<file path="config.mk">
export PLATFORM = sky130hd
export DESIGN_NAME = complex_alu_ctrl
export DESIGN_NICKNAME = d
export VERILOG_FILES = /design/src/rtl/complex_alu_ctrl_pkg.sv /design/src/rtl/complex_alu_ctrl_decode.sv /design/src/rtl/complex_alu_ctrl.sv
export SDC_FILE = /design/constraint.sdc
export NUM_CORES = 1
export LEC_CHECK = 0
export ABC_AREA = 1
export BUFFER_PORTS_ARGS = -buffer_cell sky130_fd_sc_hd__buf_2
export CAP_MARGIN = 25
export CORE_MARGIN = 5
export CORE_UTILIZATION = 44
export CTS_BUF_LIST = sky130_fd_sc_hd__clkbuf_8
export CTS_CLUSTER_DIAMETER = 200
export DETAILED_ROUTE_END_ITERATION = 7
export GPL_TIMING_DRIVEN = 0
export PLACE_DENSITY = 0.83
export SYNTH_ARGS = -nofsm -noshare
export SYNTH_HDL_FRONTEND = slang
export SYNTH_SLANG_ARGS = --single-unit
</file>
<file path="constraint.sdc">
create_clock -name clk -period 2 [get_ports clk]
set_clock_uncertainty 0.15 [all_clocks]
set_input_delay 0.4 -clock clk [delete_from_list [all_inputs] [get_ports clk]]
set_output_delay 0.4 -clock clk [all_outputs]
set_load 0.03 [all_outputs]
</file>
<file path="src/rtl/complex_alu_ctrl_pkg.sv">
// Shared types and constants for the complex ALU control path.
package complex_alu_ctrl_pkg;

  localparam int ALUMODE_W = 4;
  localparam int INMODE_W  = 5;
  localparam int OPMODE_W  = 9;

  // Instruction opcodes; the unlisted codes 001/010/011 are illegal.
  localparam logic [2:0] OP_NOP    = 3'b000;
  localparam logic [2:0] OP_MUL    = 3'b100;
  localparam logic [2:0] OP_MULADD = 3'b101;
  localparam logic [2:0] OP_MULSUB = 3'b110;
  localparam logic [2:0] OP_MAX    = 3'b111;

  // DSP mode constants
  localparam logic [3:0] ALU_ADD    = 4'b0000;
  localparam logic [3:0] ALU_NEGSUB = 4'b0011;
  localparam logic [8:0] OPM_M      = 9'h005;
  localparam logic [8:0] OPM_CM     = 9'h035;
  localparam logic [4:0] INM_DEF    = 5'b00000;

  typedef enum logic [1:0] {
    ST_IDLE   = 2'd0,
    ST_REPEAT = 2'd1,
    ST_FLUSH  = 2'd2
  } state_e;

  // One issued control word; per-DSP fields are packed DSP1 (MSBs) .. DSP4 (LSBs).
  typedef struct packed {
    logic [2:0]              alu_opcode;
    logic [4*ALUMODE_W-1:0]  alumode;
    logic [4*INMODE_W-1:0]   inmode;
    logic [4*OPMODE_W-1:0]   opmode;
    logic [3:0]              cea2;
    logic [3:0]              ceb2;
    logic [3:0]              usemult;
  } ctrl_word_t;

endpackage

</file>
<file path="src/rtl/complex_alu_ctrl_decode.sv">
// Combinational opcode -> control-word table, shared by PE variants.
module alu_op_decode
  import complex_alu_ctrl_pkg::*;
(
  input  logic [2:0]  opcode,
  output ctrl_word_t  word,
  output logic        legal,
  output logic        is_op
);

  logic legal_s;
  logic op_s;

  // Translate the opcode into per-DSP mode fields and legality flags
  always_comb begin
    word    = '0;
    legal_s = 1'b1;
    op_s    = 1'b1;
    case (opcode)
      OP_NOP: begin
        op_s = 1'b0;
      end
      OP_MUL, OP_MAX: begin
        word.alu_opcode = opcode;
        word.alumode    = {4{ALU_ADD}};
        word.opmode     = {4{OPM_M}};
      end
      OP_MULADD: begin
        word.alu_opcode = opcode;
        word.alumode    = {4{ALU_ADD}};
        word.opmode     = {OPM_CM, OPM_M, OPM_CM, OPM_M};
      end
      OP_MULSUB: begin
        word.alu_opcode = opcode;
        word.alumode    = {ALU_ADD, ALU_NEGSUB, ALU_ADD, ALU_ADD};
        word.opmode     = {OPM_CM, OPM_M, OPM_CM, OPM_M};
      end
      default: begin
        // Illegal codes go out as a NOP
        legal_s = 1'b0;
        op_s    = 1'b0;
      end
    endcase
    if (op_s) begin
      word.inmode  = {4{INM_DEF}};
      word.cea2    = 4'b1111;
      word.ceb2    = 4'b1111;
      word.usemult = 4'b1111;
    end else begin
      word.usemult = 4'b0000;
    end
  end

  assign legal = legal_s;
  assign is_op = op_s;

endmodule

</file>
<file path="src/rtl/complex_alu_ctrl.sv">
// Issue sequencer for the 4-DSP complex ALU: handshake, repeat issue,
// flush drain and in-flight tracking that times result_valid.
module complex_alu_ctrl
  import complex_alu_ctrl_pkg::*;
#(
  parameter int ALU_LATENCY = 6,
  parameter int RPT_WIDTH   = 4
) (
  input  logic                    clk,
  input  logic                    rst,
  input  logic                    instr_valid,
  output logic                    instr_ready,
  input  logic [2:0]              instr_opcode,
  input  logic [RPT_WIDTH-1:0]    instr_rpt,
  input  logic                    flush,
  output logic [2:0]              alu_opcode,
  output logic [4*ALUMODE_W-1:0]  alumode,
  output logic [4*INMODE_W-1:0]   inmode,
  output logic [4*OPMODE_W-1:0]   opmode,
  output logic [3:0]              cea2,
  output logic [3:0]              ceb2,
  output logic [3:0]              usemult,
  output logic                    result_valid,
  output logic                    busy,
  output logic                    flush_done,
  output logic                    illegal_op
);

  localparam logic [RPT_WIDTH-1:0] RPT_ONE = RPT_WIDTH'(1);

  state_e                  state_q, state_d;
  logic [RPT_WIDTH-1:0]    cnt_q, cnt_d;
  logic                    flush_pend_q, flush_pend_d;
  ctrl_word_t              word_q, word_d;
  // issue_q marks a result-producing word currently on the outputs;
  // sr_q then ages it so the tail lines up with ALU dout.
  logic                    issue_q, issue_d;
  logic [ALU_LATENCY-1:0]  sr_q, sr_d;
  logic                    ready_q, ready_d;
  logic                    busy_q, busy_d;
  logic                    fdone_q, fdone_d;
  logic                    illegal_q, illegal_d;

  ctrl_word_t              dec_word_s;
  logic                    dec_legal_s;
  logic                    dec_is_op_s;
  logic                    accept_s;

  alu_op_decode u_decode (
    .opcode (instr_opcode),
    .word   (dec_word_s),
    .legal  (dec_legal_s),
    .is_op  (dec_is_op_s)
  );

  // A flush request in IDLE takes priority over a simultaneous instruction
  assign accept_s = instr_valid && ready_q && (state_q == ST_IDLE) && !flush;

  // Next-state, issue word and tracker update
  always_comb begin
    state_d      = state_q;
    cnt_d        = cnt_q;
    flush_pend_d = flush_pend_q;
    word_d       = '0;
    issue_d      = 1'b0;
    fdone_d      = 1'b0;
    illegal_d    = illegal_q;
    sr_d         = {sr_q[ALU_LATENCY-2:0], issue_q};
    case (state_q)
      ST_IDLE: begin
        if (flush) begin
          // Nothing left to drain: complete the flush immediately
          if (sr_d == '0) begin
            state_d = ST_IDLE;
            fdone_d = 1'b1;
          end else begin
            state_d = ST_FLUSH;
          end
        end else if (accept_s) begin
          word_d    = dec_word_s;
          issue_d   = dec_is_op_s;
          illegal_d = illegal_q | ~dec_legal_s;
          if (instr_rpt != '0) begin
            state_d = ST_REPEAT;
            cnt_d   = instr_rpt;
          end else begin
            state_d = ST_IDLE;
          end
        end else begin
          state_d = ST_IDLE;
        end
      end
      ST_REPEAT: begin
        word_d       = word_q;
        issue_d      = issue_q;
        flush_pend_d = flush_pend_q | flush;
        if (cnt_q <= RPT_ONE) begin
          cnt_d = '0;
          if (flush_pend_q || flush) begin
            state_d      = ST_FLUSH;
            flush_pend_d = 1'b0;
          end else begin
            state_d = ST_IDLE;
          end
        end else begin
          cnt_d = cnt_q - RPT_ONE;
        end
      end
      ST_FLUSH: begin
        if (sr_d == '0) begin
          state_d = ST_IDLE;
          fdone_d = 1'b1;
        end else begin
          state_d = ST_FLUSH;
        end
      end
      default: begin
        state_d      = ST_IDLE;
        cnt_d        = '0;
        flush_pend_d = 1'b0;
      end
    endcase
    ready_d = (state_d == ST_IDLE);
    busy_d  = (state_d != ST_IDLE) || issue_d || (sr_d != '0);
  end

  // State and registered outputs, synchronous reset
  always_ff @(posedge clk) begin
    if (rst) begin
      state_q      <= ST_IDLE;
      cnt_q        <= '0;
      flush_pend_q <= 1'b0;
      word_q       <= '0;
      issue_q      <= 1'b0;
      sr_q         <= '0;
      ready_q      <= 1'b0;
      busy_q       <= 1'b0;
      fdone_q      <= 1'b0;
      illegal_q    <= 1'b0;
    end else begin
      state_q      <= state_d;
      cnt_q        <= cnt_d;
      flush_pend_q <= flush_pend_d;
      word_q       <= word_d;
      issue_q      <= issue_d;
      sr_q         <= sr_d;
      ready_q      <= ready_d;
      busy_q       <= busy_d;
      fdone_q      <= fdone_d;
      illegal_q    <= illegal_d;
    end
  end

  assign instr_ready  = ready_q;
  assign alu_opcode   = word_q.alu_opcode;
  assign alumode      = word_q.alumode;
  assign inmode       = word_q.inmode;
  assign opmode       = word_q.opmode;
  assign cea2         = word_q.cea2;
  assign ceb2         = word_q.ceb2;
  assign usemult      = word_q.usemult;
  assign result_valid = sr_q[ALU_LATENCY-1];
  assign busy         = busy_q;
  assign flush_done   = fdone_q;
  assign illegal_op   = illegal_q;

endmodule

</file>
==> qor.log <==
qor: status.run_status complete, no violations
qor: synth.post_syn_area 0.001608 mm2
qor: timing.rsz0062_at_grt no
qor: grt.grt_first_pass_wirelength 5244 um
qor: clock_tree.hold_buffers 0
qor: grt.maximum_number_of_pins_on_one_net_before_global_route_repair 22
qor: synth.synth-seq-area-share 29.88%
qor: grt.antenna_violations_before_repair 0
qor: routing.detailroute.via_count 1386
qor: synth.synth_area_leader_cell buf_4
qor: synth.netlist_top_cells_area buf_4 (38%), dfxtp_1 (30%), nand2_1 (6.1%)
qor: placement.dpl_wire_length 2770 um
qor: timing.setup-tns-final 0 ns
qor: synth.synth_compound_gate_area_share 7.160%
qor: synth.largest_family_of_logic_cells_by_synthesized_area buffers and inverters
qor: die.die_width 70.45 um
qor: layout.layout.cell_area.non_filler 0.002158 mm2
qor: pwr.irDropWorstVdd 0.1995 mV
qor: clock_tree.clk_pin_slew 0.08 ns
qor: hold_path.worst_hold_path.endpoint alu_opcode[0]$_SDFFE_PP0P_
qor: setup_path.critical_path.reg2reg.startpoint cnt_q[0]$_SDFFE_PP0P_
qor: setup_path.cp_max_fo 21
qor: layout.antennaDiodeCount 0
qor: synth.post_synth_fa_ha_maj_area_fraction 1.556%
qor: clock_tree.max-clock-path-buffers 2
qor: routing.first_iter_violations 42
qor: clock_tree.clock-sinks 24
qor: timing.layout_min_cycle_time 1.703 ns
qor: flow_run.maxCapViolCount 0
qor: pwr.total_leakage_power 1.302 nW
qor: timing.max_freq 0.5872 GHz
qor: placement.detailedPlace.worstSlack 0.3360 ns
qor: placement.place.gp.congestion 0.8628
qor: setup_path.path_class reg2out
qor: clock_tree.cts_tree yes
qor: setup_path.cp-start-kind register
qor: setup_path.type_of_destination_of_the_critical_path primary output
qor: setup_path.regToRegSetupSlack 0.30 ns
qor: routing.first_pass_iters 4
qor: setup_path.cpMaxStageDelayCell dfxtp_2
qor: setup_path.critical_path_required 1.45 ns
qor: layout.finish.cell_count_without_fillers 368
qor: timing.fin_ws 0.2969 ns
qor: grt.global_route.overflow_total 0
qor: routing.totalWireLength 3271 um
qor: die.core_area 0.003606 mm2
qor: setup_path.number_of_cells_on_the_worst_reg_to_reg_path 8
qor: synth.synthesis.yosys.warnings 0
qor: die.die_y 70.45 um
qor: die.std_cell_rows 22
qor: synth.post_synth.cell_area_avg 7.478 um2
qor: layout.most_frequent_standard_cell_in_the_layout_excluding_fill_and_tap_cells buf_4
qor: clock_tree.cts_htree_levels 1
qor: hold_path.min_path_type in2reg
qor: synth.postSynthRegisterBits 24
qor: layout.final_layout_size_suffix_gt1_share 43.44%
qor: clock_tree.clock_latency 0.27 ns
qor: hold_path.hold_path_startpoint rst
qor: timing.finalSetupViolCount 0
qor: clock_tree.postCtsSetupRepairBufs 0
qor: die.io_pins 103
qor: setup_path.critical_register_to_register_path_endpoint busy$_SDFF_PP0_
qor: routing.drt_drc_violations_left 0
qor: routing.routed_via_density 3.766
qor: timing.layout_worst_path_cycle_share 85.16%
qor: setup_path.worstPathCellList buf_4 > buf_2
qor: synth.synth_simple_gate_area_share 18.05%
qor: grt.track_usage 12.57%
qor: layout.area_growth 34.24%
qor: synth.post_synth_xor_area_fraction 0.5447%
qor: timing.final_max_slew_viol_count 0
qor: placement.place.detailed.instances 364
qor: clock_tree.cts.root.buffer_cell clkbuf_8
qor: synth.syn-instance-count 215
qor: setup_path.cp.arrival 1.15 ns
qor: clock_tree.numCtsBuffers 3
qor: layout.final_net_count 334
qor: layout.final_cell_mix buf_4 (81), conb_1 (58), buf_2 (44), nand2_1 (26), dfxtp_1 (23)
qor: grt.first_global_vias 1242
qor: timing.finalHoldViolCount 0
qor: setup_path.crit_path_max_incr_delay 0.53 ns
qor: routing.postRouteAntennaNets 0
qor: synth.synthMuxAreaShare 0%
qor: placement.place_area 0.002102 mm2
qor: hold_path.worstHoldPathCells 2
qor: placement.port_buffers 44
qor: pwr.p_per_area 565.5 mW/mm2
qor: layout.fin_util 59.85%
qor: routing.routed_wl_per_cell 8.889 um
qor: die.initial_core_util 44.59%
qor: die.die_area 0.004963 mm2
qor: synth.synth_unique_cells 27
qor: synth.synth_top_cell_area_share 37.82%
where the power goes:
part	leakage [nW]	internal (W)	switching, W
clock network	0.0288	0.000176	0.000153
logic	1.08	0.000131	0.000258
registers	0.195	0.000491	0.0000113
total	1.30	0.000799	0.000422
stage by stage:
step / total power [W] / hold WS [ns]
2_1_floorplan: 0.0008502 / 0.2530
3_3_place_gp: 0.0008924 / 0.2568
3_5_place_dp: 0.0008950 / 0.2648
4_1_cts: 0.001223 / 0.2259
5_1_grt: 0.001276 / 0.2335
6_report: 0.001221 / 0.2282
area by class of cell:
type	count	area (um2)
buffer	83	615.6
clock buffer	4	55.05
fill	338	1448
inverter	18	68.82
multi-input combinational	147	656.9
sequential	24	481.7
tap	48	60.06
timing repair buffer	44	220.2
state kept, by name, indices dropped and copies added (netlist names):
name          flops
busy              1
alumode           1
instr_ready       1
sr_q              6
flush_done        1
illegal_op        1
state_q           2
issue_q           1
cnt_q             4
alu_opcode        3
opmode            1
cea2              1
flush_pend_q      1
Yosys cell counts:
library cell and number:
buf_4 81, nand2_1 26, dfxtp_1 24, nor2_1 20
inv_1 16, a21oi_1 12, nand3_1 7, o21ai_1 4
nor3_1 3, clkbuf_1 2, ha_1 2, nand2_2 2
nand2_4 2, a21oi_2 1, a22oi_1 1, a31oi_1 1
clkinv_2 1, conb_1 1, inv_2 1, nand3b_1 1
nand4_1 1, nor2_2 1, nor4_1 1, o21ai_0 1
o21bai_1 1, or2_2 1, xnor2_1 1
kinds of logic (layout without fill, tap and decap cells):
logic type,after synthesis,count (layout)
buf+inv,101,149
simple gates,65,65
flops,24,24
compound gates,21,21
fa+ha+maj,2,2
other cells,1,58
xor+xnor,1,1
what timing repair did:
| item | CTS | global route |
|---|---|---|
| resized for setup | 0 | 1 |
| setup endpoints to repair | 0 | 19 |
| hold endpoints to repair | 0 | 0 |
layer usage:
metal  wire [um]  track usage [%]
met5           0                0
met4          21            5.106
met3         393            3.453
met2        1523            21.52
met1        1332            14.62
worst max-delay path, delay by kind of cell (launching register included):
kind     cells  cell delay (ns)
flops        1             0.53
buf+inv      2             0.35
worst max-delay path by stage:
stage	from	end	slack (ns)	cells past startpoint
floorplan	cea2[2]$_SDFFE_PP0P_	cea2[1]	0.38	1
global placement	cnt_q[0]$_SDFFE_PP0P_	busy$_SDFF_PP0_	0.36	8
detailed placement	cnt_q[0]$_SDFFE_PP0P_	busy$_SDFF_PP0_	0.34	8
CTS	cea2[2]$_SDFFE_PP0P_	opmode[9]	0.06	2
global route	cnt_q[0]$_SDFFE_PP0P_	busy$_SDFF_PP0_	0.15	8
finish	cea2[2]$_SDFFE_PP0P_	opmode[29]	0.30	2
Note: power is estimated with default switching activity, not from simulation.
